File: src/rtl/function_sequencer_if.sv
// Row stream from the function sequencer to the parallel encoder datapath.
// The master drives a circulant row plus its sideband; the slave returns f_ready.
interface function_sequencer_if #(
    parameter int K_N       = 256,
    parameter int NUM_FUNC  = 4,
    parameter int ROT_STEPS = 16
);
    localparam int ADRS_W = $clog2(NUM_FUNC);
    localparam int ROW_W  = $clog2(ROT_STEPS) + 1;

    logic [K_N-1:0]    f;
    logic              f_valid;
    logic              f_ready;
    logic [ADRS_W-1:0] f_adrs;
    logic [ROW_W-1:0]  f_row;
    logic              f_last;

    modport master (
        output f, f_valid, f_adrs, f_row, f_last,
        input  f_ready
    );

    modport slave (
        input  f, f_valid, f_adrs, f_row, f_last,
        output f_ready
    );
endinterface

File: src/rtl/function_sequencer.sv
// Function sequencer: a run-time writable table of NUM_FUNC seed words. On start it
// walks the table from start_adrs (wrapping), and for each seed streams the seed and
// its ROT_STEPS-1 successive right rotations as circulant rows over a valid/ready link.
module function_sequencer #(
    parameter int  K_N       = 256,
    parameter int  NUM_FUNC  = 4,
    parameter int  ROT_STEPS = 16,
    parameter int  ROT_SHIFT = 1,
    localparam int ADRS_W    = $clog2(NUM_FUNC),
    localparam int ROW_W     = $clog2(ROT_STEPS) + 1
) (
    input  logic              clk,
    input  logic              rst_n,
    input  logic              clr,
    input  logic              wr_en,
    input  logic [ADRS_W-1:0] wr_adrs,
    input  logic [K_N-1:0]    wr_data,
    input  logic              start,
    input  logic [ADRS_W-1:0] start_adrs,
    function_sequencer_if.master out_if,
    output logic              busy,
    output logic              done
);

    typedef enum logic [1:0] {
        IDLE = 2'd0,
        LOAD = 2'd1,
        EMIT = 2'd2,
        DONE = 2'd3
    } state_t;

    state_t            state_q, state_d;
    logic [ADRS_W-1:0] cur_adrs_q, cur_adrs_d;
    logic [ADRS_W-1:0] func_cnt_q, func_cnt_d;
    logic [ROW_W-1:0]  row_q, row_d;
    logic [K_N-1:0]    work_q, work_d;
    logic [K_N-1:0]    table_q [NUM_FUNC];
    logic [K_N-1:0]    table_d [NUM_FUNC];

    logic row_end;
    logic func_end;
    logic adrs_end;

    // Right rotation by ROT_SHIFT, kept at K_N bits.
    function automatic logic [K_N-1:0] rotr(input logic [K_N-1:0] x);
        return (x >> ROT_SHIFT) | (x << (K_N - ROT_SHIFT));
    endfunction

    assign row_end  = (row_q == ROW_W'(ROT_STEPS - 1));
    assign func_end = (func_cnt_q == ADRS_W'(NUM_FUNC - 1));
    assign adrs_end = (cur_adrs_q == ADRS_W'(NUM_FUNC - 1));

    // Table update: out-of-range addresses are dropped; clr does not touch the table.
    always_comb begin
        table_d = table_q;
        if (wr_en && (32'(wr_adrs) < NUM_FUNC)) begin
            table_d[wr_adrs] = wr_data;
        end
    end

    // Sequencer next-state: clr overrides everything, LOAD reads the pre-write table.
    always_comb begin
        state_d    = state_q;
        cur_adrs_d = cur_adrs_q;
        func_cnt_d = func_cnt_q;
        row_d      = row_q;
        work_d     = work_q;
        if (clr) begin
            state_d    = IDLE;
            cur_adrs_d = '0;
            func_cnt_d = '0;
            row_d      = '0;
            work_d     = '0;
        end else begin
            unique case (state_q)
                IDLE: begin
                    if (start) begin
                        cur_adrs_d = (32'(start_adrs) < NUM_FUNC) ? start_adrs : '0;
                        func_cnt_d = '0;
                        state_d    = LOAD;
                    end
                end
                LOAD: begin
                    work_d  = table_q[cur_adrs_q];
                    row_d   = '0;
                    state_d = EMIT;
                end
                EMIT: begin
                    if (out_if.f_ready) begin
                        if (!row_end) begin
                            work_d = rotr(work_q);
                            row_d  = row_q + ROW_W'(1);
                        end else if (!func_end) begin
                            cur_adrs_d = adrs_end ? '0 : cur_adrs_q + ADRS_W'(1);
                            func_cnt_d = func_cnt_q + ADRS_W'(1);
                            state_d    = LOAD;
                        end else begin
                            state_d = DONE;
                        end
                    end
                end
                DONE: begin
                    state_d = IDLE;
                end
                default: begin
                    state_d = IDLE;
                end
            endcase
        end
    end

    // State, row register and table, all cleared by the asynchronous reset.
    always_ff @(posedge clk or negedge rst_n) begin
        if (!rst_n) begin
            state_q    <= IDLE;
            cur_adrs_q <= '0;
            func_cnt_q <= '0;
            row_q      <= '0;
            work_q     <= '0;
            for (int i = 0; i < NUM_FUNC; i++) begin
                table_q[i] <= '0;
            end
        end else begin
            state_q    <= state_d;
            cur_adrs_q <= cur_adrs_d;
            func_cnt_q <= func_cnt_d;
            row_q      <= row_d;
            work_q     <= work_d;
            for (int i = 0; i < NUM_FUNC; i++) begin
                table_q[i] <= table_d[i];
            end
        end
    end

    // The working register is the row output; it only changes on load, accept or clear.
    assign out_if.f       = work_q;
    assign out_if.f_valid = (state_q == EMIT);
    assign out_if.f_adrs  = cur_adrs_q;
    assign out_if.f_row   = row_q;
    assign out_if.f_last  = (state_q == EMIT) && row_end && func_end;
    assign busy           = (state_q != IDLE);
    assign done           = (state_q == DONE);

endmodule
File: src/flat_wrapper.sv
// flat-port wrapper written by rule: the top's interface ports become plain ports
module function_sequencer_flat 
#(
    parameter int  K_N       = 256,
    parameter int  NUM_FUNC  = 4,
    parameter int  ROT_STEPS = 16,
    parameter int  ROT_SHIFT = 1,
    localparam int ADRS_W    = $clog2(NUM_FUNC),
    localparam int ROW_W     = $clog2(ROT_STEPS) + 1
)
  (clk, rst_n, clr, wr_en, wr_adrs, wr_data, start, start_adrs, busy, done, out_if_f, out_if_f_valid, out_if_f_adrs, out_if_f_row, out_if_f_last, out_if_f_ready);
  function_sequencer_if #(.K_N(K_N), .NUM_FUNC(NUM_FUNC), .ROT_STEPS(ROT_STEPS)) out_if_i ();
  input  logic clk;
  input  logic rst_n;
  input  logic clr;
  input  logic wr_en;
  input  logic [ADRS_W-1:0] wr_adrs;
  input  logic [K_N-1:0] wr_data;
  input  logic start;
  input  logic [ADRS_W-1:0] start_adrs;
  output logic busy;
  output logic done;
  output wire logic [$bits(out_if_i.f)-1:0] out_if_f;
  output wire logic [$bits(out_if_i.f_valid)-1:0] out_if_f_valid;
  output wire logic [$bits(out_if_i.f_adrs)-1:0] out_if_f_adrs;
  output wire logic [$bits(out_if_i.f_row)-1:0] out_if_f_row;
  output wire logic [$bits(out_if_i.f_last)-1:0] out_if_f_last;
  input wire logic [$bits(out_if_i.f_ready)-1:0] out_if_f_ready;
  assign out_if_f = out_if_i.f;
  assign out_if_f_valid = out_if_i.f_valid;
  assign out_if_f_adrs = out_if_i.f_adrs;
  assign out_if_f_row = out_if_i.f_row;
  assign out_if_f_last = out_if_i.f_last;
  assign out_if_i.f_ready = out_if_f_ready;
  function_sequencer #(.K_N(K_N), .NUM_FUNC(NUM_FUNC), .ROT_STEPS(ROT_STEPS), .ROT_SHIFT(ROT_SHIFT)) u_core (.clk(clk), .rst_n(rst_n), .clr(clr), .wr_en(wr_en), .wr_adrs(wr_adrs), .wr_data(wr_data), .start(start), .start_adrs(start_adrs), .out_if(out_if_i), .busy(busy), .done(done));
endmodule
File: config.mk
export PLATFORM = sky130hd
export DESIGN_NAME = function_sequencer_flat
export DESIGN_NICKNAME = d
export VERILOG_FILES = /design/src/rtl/function_sequencer_if.sv /design/src/rtl/function_sequencer.sv /design/src/flat_wrapper.sv
export SDC_FILE = /design/constraint.sdc
export NUM_CORES = 2
export LEC_CHECK = 0
export CAP_MARGIN = 20
export CORE_MARGIN = 2
export CORE_UTILIZATION = 40
export CTS_CLUSTER_SIZE = 30
export DETAILED_ROUTE_END_ITERATION = 10
export GPL_TIMING_DRIVEN = 0
export SLEW_MARGIN = 40
export SYNTH_ARGS = -nofsm -noshare
export SYNTH_HDL_FRONTEND = slang
export SYNTH_SLANG_ARGS = --single-unit
export TNS_END_PERCENT = 1
File: constraint.sdc
create_clock -name clk -period 5.4 [get_ports clk]
set_input_delay 0.81 -clock clk [delete_from_list [all_inputs] [get_ports clk]]
set_output_delay 0.81 -clock clk [all_outputs]
set_load 0.05 [all_outputs]
==> results.ini <==
[detailed_routing]
drtIter0Drc = 1877
remaining_drc_errors = 0
wirelength_mm = 153
ant_nets = 0
drt_first_pass_iters = 5
viasPerCell = 5.60
vias = 33800
wl_per_cell_um = 25.4

[setup_path]
required_ns = 4.59
cp.arrival_ns = 2.70
crit_slowest_cell = clkdlybuf4s50_1
worst-setup-path-type = register to output port
critPathLaunchType = register
crit_fanout = 9
end_kind = output port
r2r-end = u_core.out_if.f[135]
path_cells = or2b_1 > inv_1 > and3_1 > clkdlybuf4s50_1
worstReg2RegStart = u_core.out_if.f_row[0]
max_stage_delay_ns = 0.80
r2r_slack_ns = 1.97
reg2reg_depth = 8

[worst_hold_path]
min_delay_worst_endpoint = u_core.table_q[118]
holdPathStages = 1
hp-class = register to register
hold_start = u_core.table_q[118]

[yosys]
synth-seq-cells = 1291
ys_warn_count = 0
synth_cell_type_count = 39
synth_edf_count = 0
netlist_area_um2 = 55500
ys_seq_area_share_pct = 58.2
synth_flop_cell = dfrtp_1
synth_cells = 3429
synth-async-reset-ratio_pct = 100
netlist_top_cells_count = dfrtp_1, mux2_2, and3_1
synth.most_common_cell = dfrtp_1
synth_top_area_share_pct = 58.2
yosys.area_share.simple_pct = 3.27
synthAdderAreaFrac_pct = 0.0901
ys_top_cells_by_area = dfrtp_1, mux2_2, mux4_2
synth_top_cell_by_area = dfrtp_1
synth_compound_area_share_pct = 4.80
synth_top_family_by_area = multiplexers
synthXorXnorAreaFrac_pct = 0.0158
synth_fp_nets = 3699
synth_mux_area_share_pct = 31.2
syn_area_per_cell_um2 = 16.2

[sta]
min_period_over_period_pct = 65.1
hold_viol_final = 0
clock.fmax_mhz = 285
finalMaxSlewViolations = 0
rsz0062_at_grt = false
skew_ns = 0.0212
slew_headroom_pct = 45.9
tightest_slew_ns = 0.811
setup_viol = 0
fin_crit_ns = 3.51
setup_tns_ns = 0

[global_route]
overflow = 0
grt_max_degree = 107
grt_pass1_wl_mm = 231
antenna_found_initial = 56
grt_use_total_pct = 21.6
grt_pass1_vias = 35800

[placement]
dpl_cell_area_um2 = 63500
gp_congestion = 0.783
place_hpwl_mm = 106
port_buffers = 532

[finish]
final_cell_area_um2 = 68400
num-nets-final = 4395
drive_above_1_share_pct = 38.6
area_growth_pct = 23.2
utilization_pct = 49.7

[cts]
root_buffer = clkbuf_16
clk_pin_slew_ns = 0.06
cts_tree = yes
cts.sinks = 1291
numCtsBuffers = 147
clk_latency_ns = 0.76
ctsLongestPathBuffers = 3
cts.htree.levels = 4
postCtsSetupRepairBufs = 0

[power]
p_leak_nw = 29.4
power_density_nw_per_um2 = 397
worst_ir_drop_vdd_v = 0.000292

[floorplan]
initial_utilization_pct = 40.3
rows = 136
fp.dieH_um = 377
die_x_um = 377
coreArea_um2 = 138000
io_pins = 533
die_area_um2 = 142000

[flow_run]
cap_violations = 0

[outcome]
status = finished clean

==> worst max-delay path, delay by kind of cell, from the launching register on <==
kind | cells | cell delay [ns]
buffers and inverters | 2 | 0.97
flip-flops | 1 | 0.49
AND/OR/NAND/NOR | 2 | 0.49
==> report_power, final <==
part | internal [W] | switching [W]
registers | 0.0113 | 0.000835
clock network | 0.00600 | 0.00403
logic | 0.00267 | 0.00230
==> layout make-up <==
class                   count  area, um2
diodes                     15       37.5
plain buffers             285       1390
clock buffers             212       4330
clock inverters            40        515
fillers                 11800      69200
inverters                   3       11.3
multi-input cells        1850      21900
flip-flops and latches   1291      32300
well taps                1794       2240
repair buffers            547       5730
==> registers in the layout, summed over array words and instances, names as in the netlist <==
register              count
u_core.state_q            2
u_core.table_q         1024
u_core.out_if.f         256
u_core.func_cnt_q         2
u_core.out_if.f_adrs      2
u_core.out_if.f_row       5
==> routing by layer <==
layer  vias to the layer above  GRT usage [%]  wire length (um)
met1                     18000           28.7             65700
met4                        66           7.53              4480
li1                      14600              -                 -
met2                       826           33.5             71600
met5                         -              0               418
met3                       279           6.93             10900
==> cells by family after synthesis <==
group | Yosys count
DFF | 1291
muxes | 1281
AOI/OAI and AO/OA | 271
adders and majority gates | 4
xor gates and xnor gates | 1
buffers and inverters | 288
and+or+nand+nor | 293
==> cells in the final DEF (no fill, tap or decap), types with 3 or more instances in the layout <==
cell,count
nor3_1,3
clkinvlp_4,3
diode_2,15
bufinv_16,9
inv_16,3
clkdlybuf4s50_1,531
clkbuf_16,155
a21oi_1,3
mux4_2,256
nand2_1,10
a221o_1,255
clkinv_2,19
mux2_2,1024
clkbuf_1,196
nor2_1,3
o21ai_0,3
o31ai_1,5
clkbuf_8,24
buf_6,24
dfrtp_1,1291
clkbuf_2,17
inv_1,3
buf_16,14
buf_2,66
buf_1,12
and3_1,259
ha_1,4
==> repair_timing <==
action / 4_1_cts / 5_1_grt
resized for setup: 0 / 0
endpoints found under the hold margin: 77 / 0
hold buffers: 1 / 0
==> worst max-delay path by stage <==
stage	from	end	slack [ns]	cells past startpoint
6_report	u_core.state_q[1]	out_if_f_last	1.89	4
5_1_grt	rst_n	u_core.table_q[81]	1.57	7
4_1_cts	u_core.state_q[1]	out_if_f_last	1.82	4
3_5_place_dp	clr	u_core.out_if.f[130]	1.41	6
3_3_place_gp	rst_n	u_core.table_q[337]	-57.29	1
2_1_floorplan	u_core.out_if.f_row[0]	u_core.out_if.f[27]	2.74	10
==> through the flow <==
stage	total power, W	std cells	setup WS (ns)	hold slack, ns
3_3_place_gp	0.0173	5755	-57.29	0.480
3_5_place_dp	0.0173	5769	1.41	0.487
4_1_cts	0.0275	6022	1.82	0.500
6_report	0.0271	6037	1.89	0.497
5_1_grt	0.0284	6035	1.57	0.507
2_1_floorplan	0.0155	3429	2.74	0.454
Power figures use the tool's default switching activity.
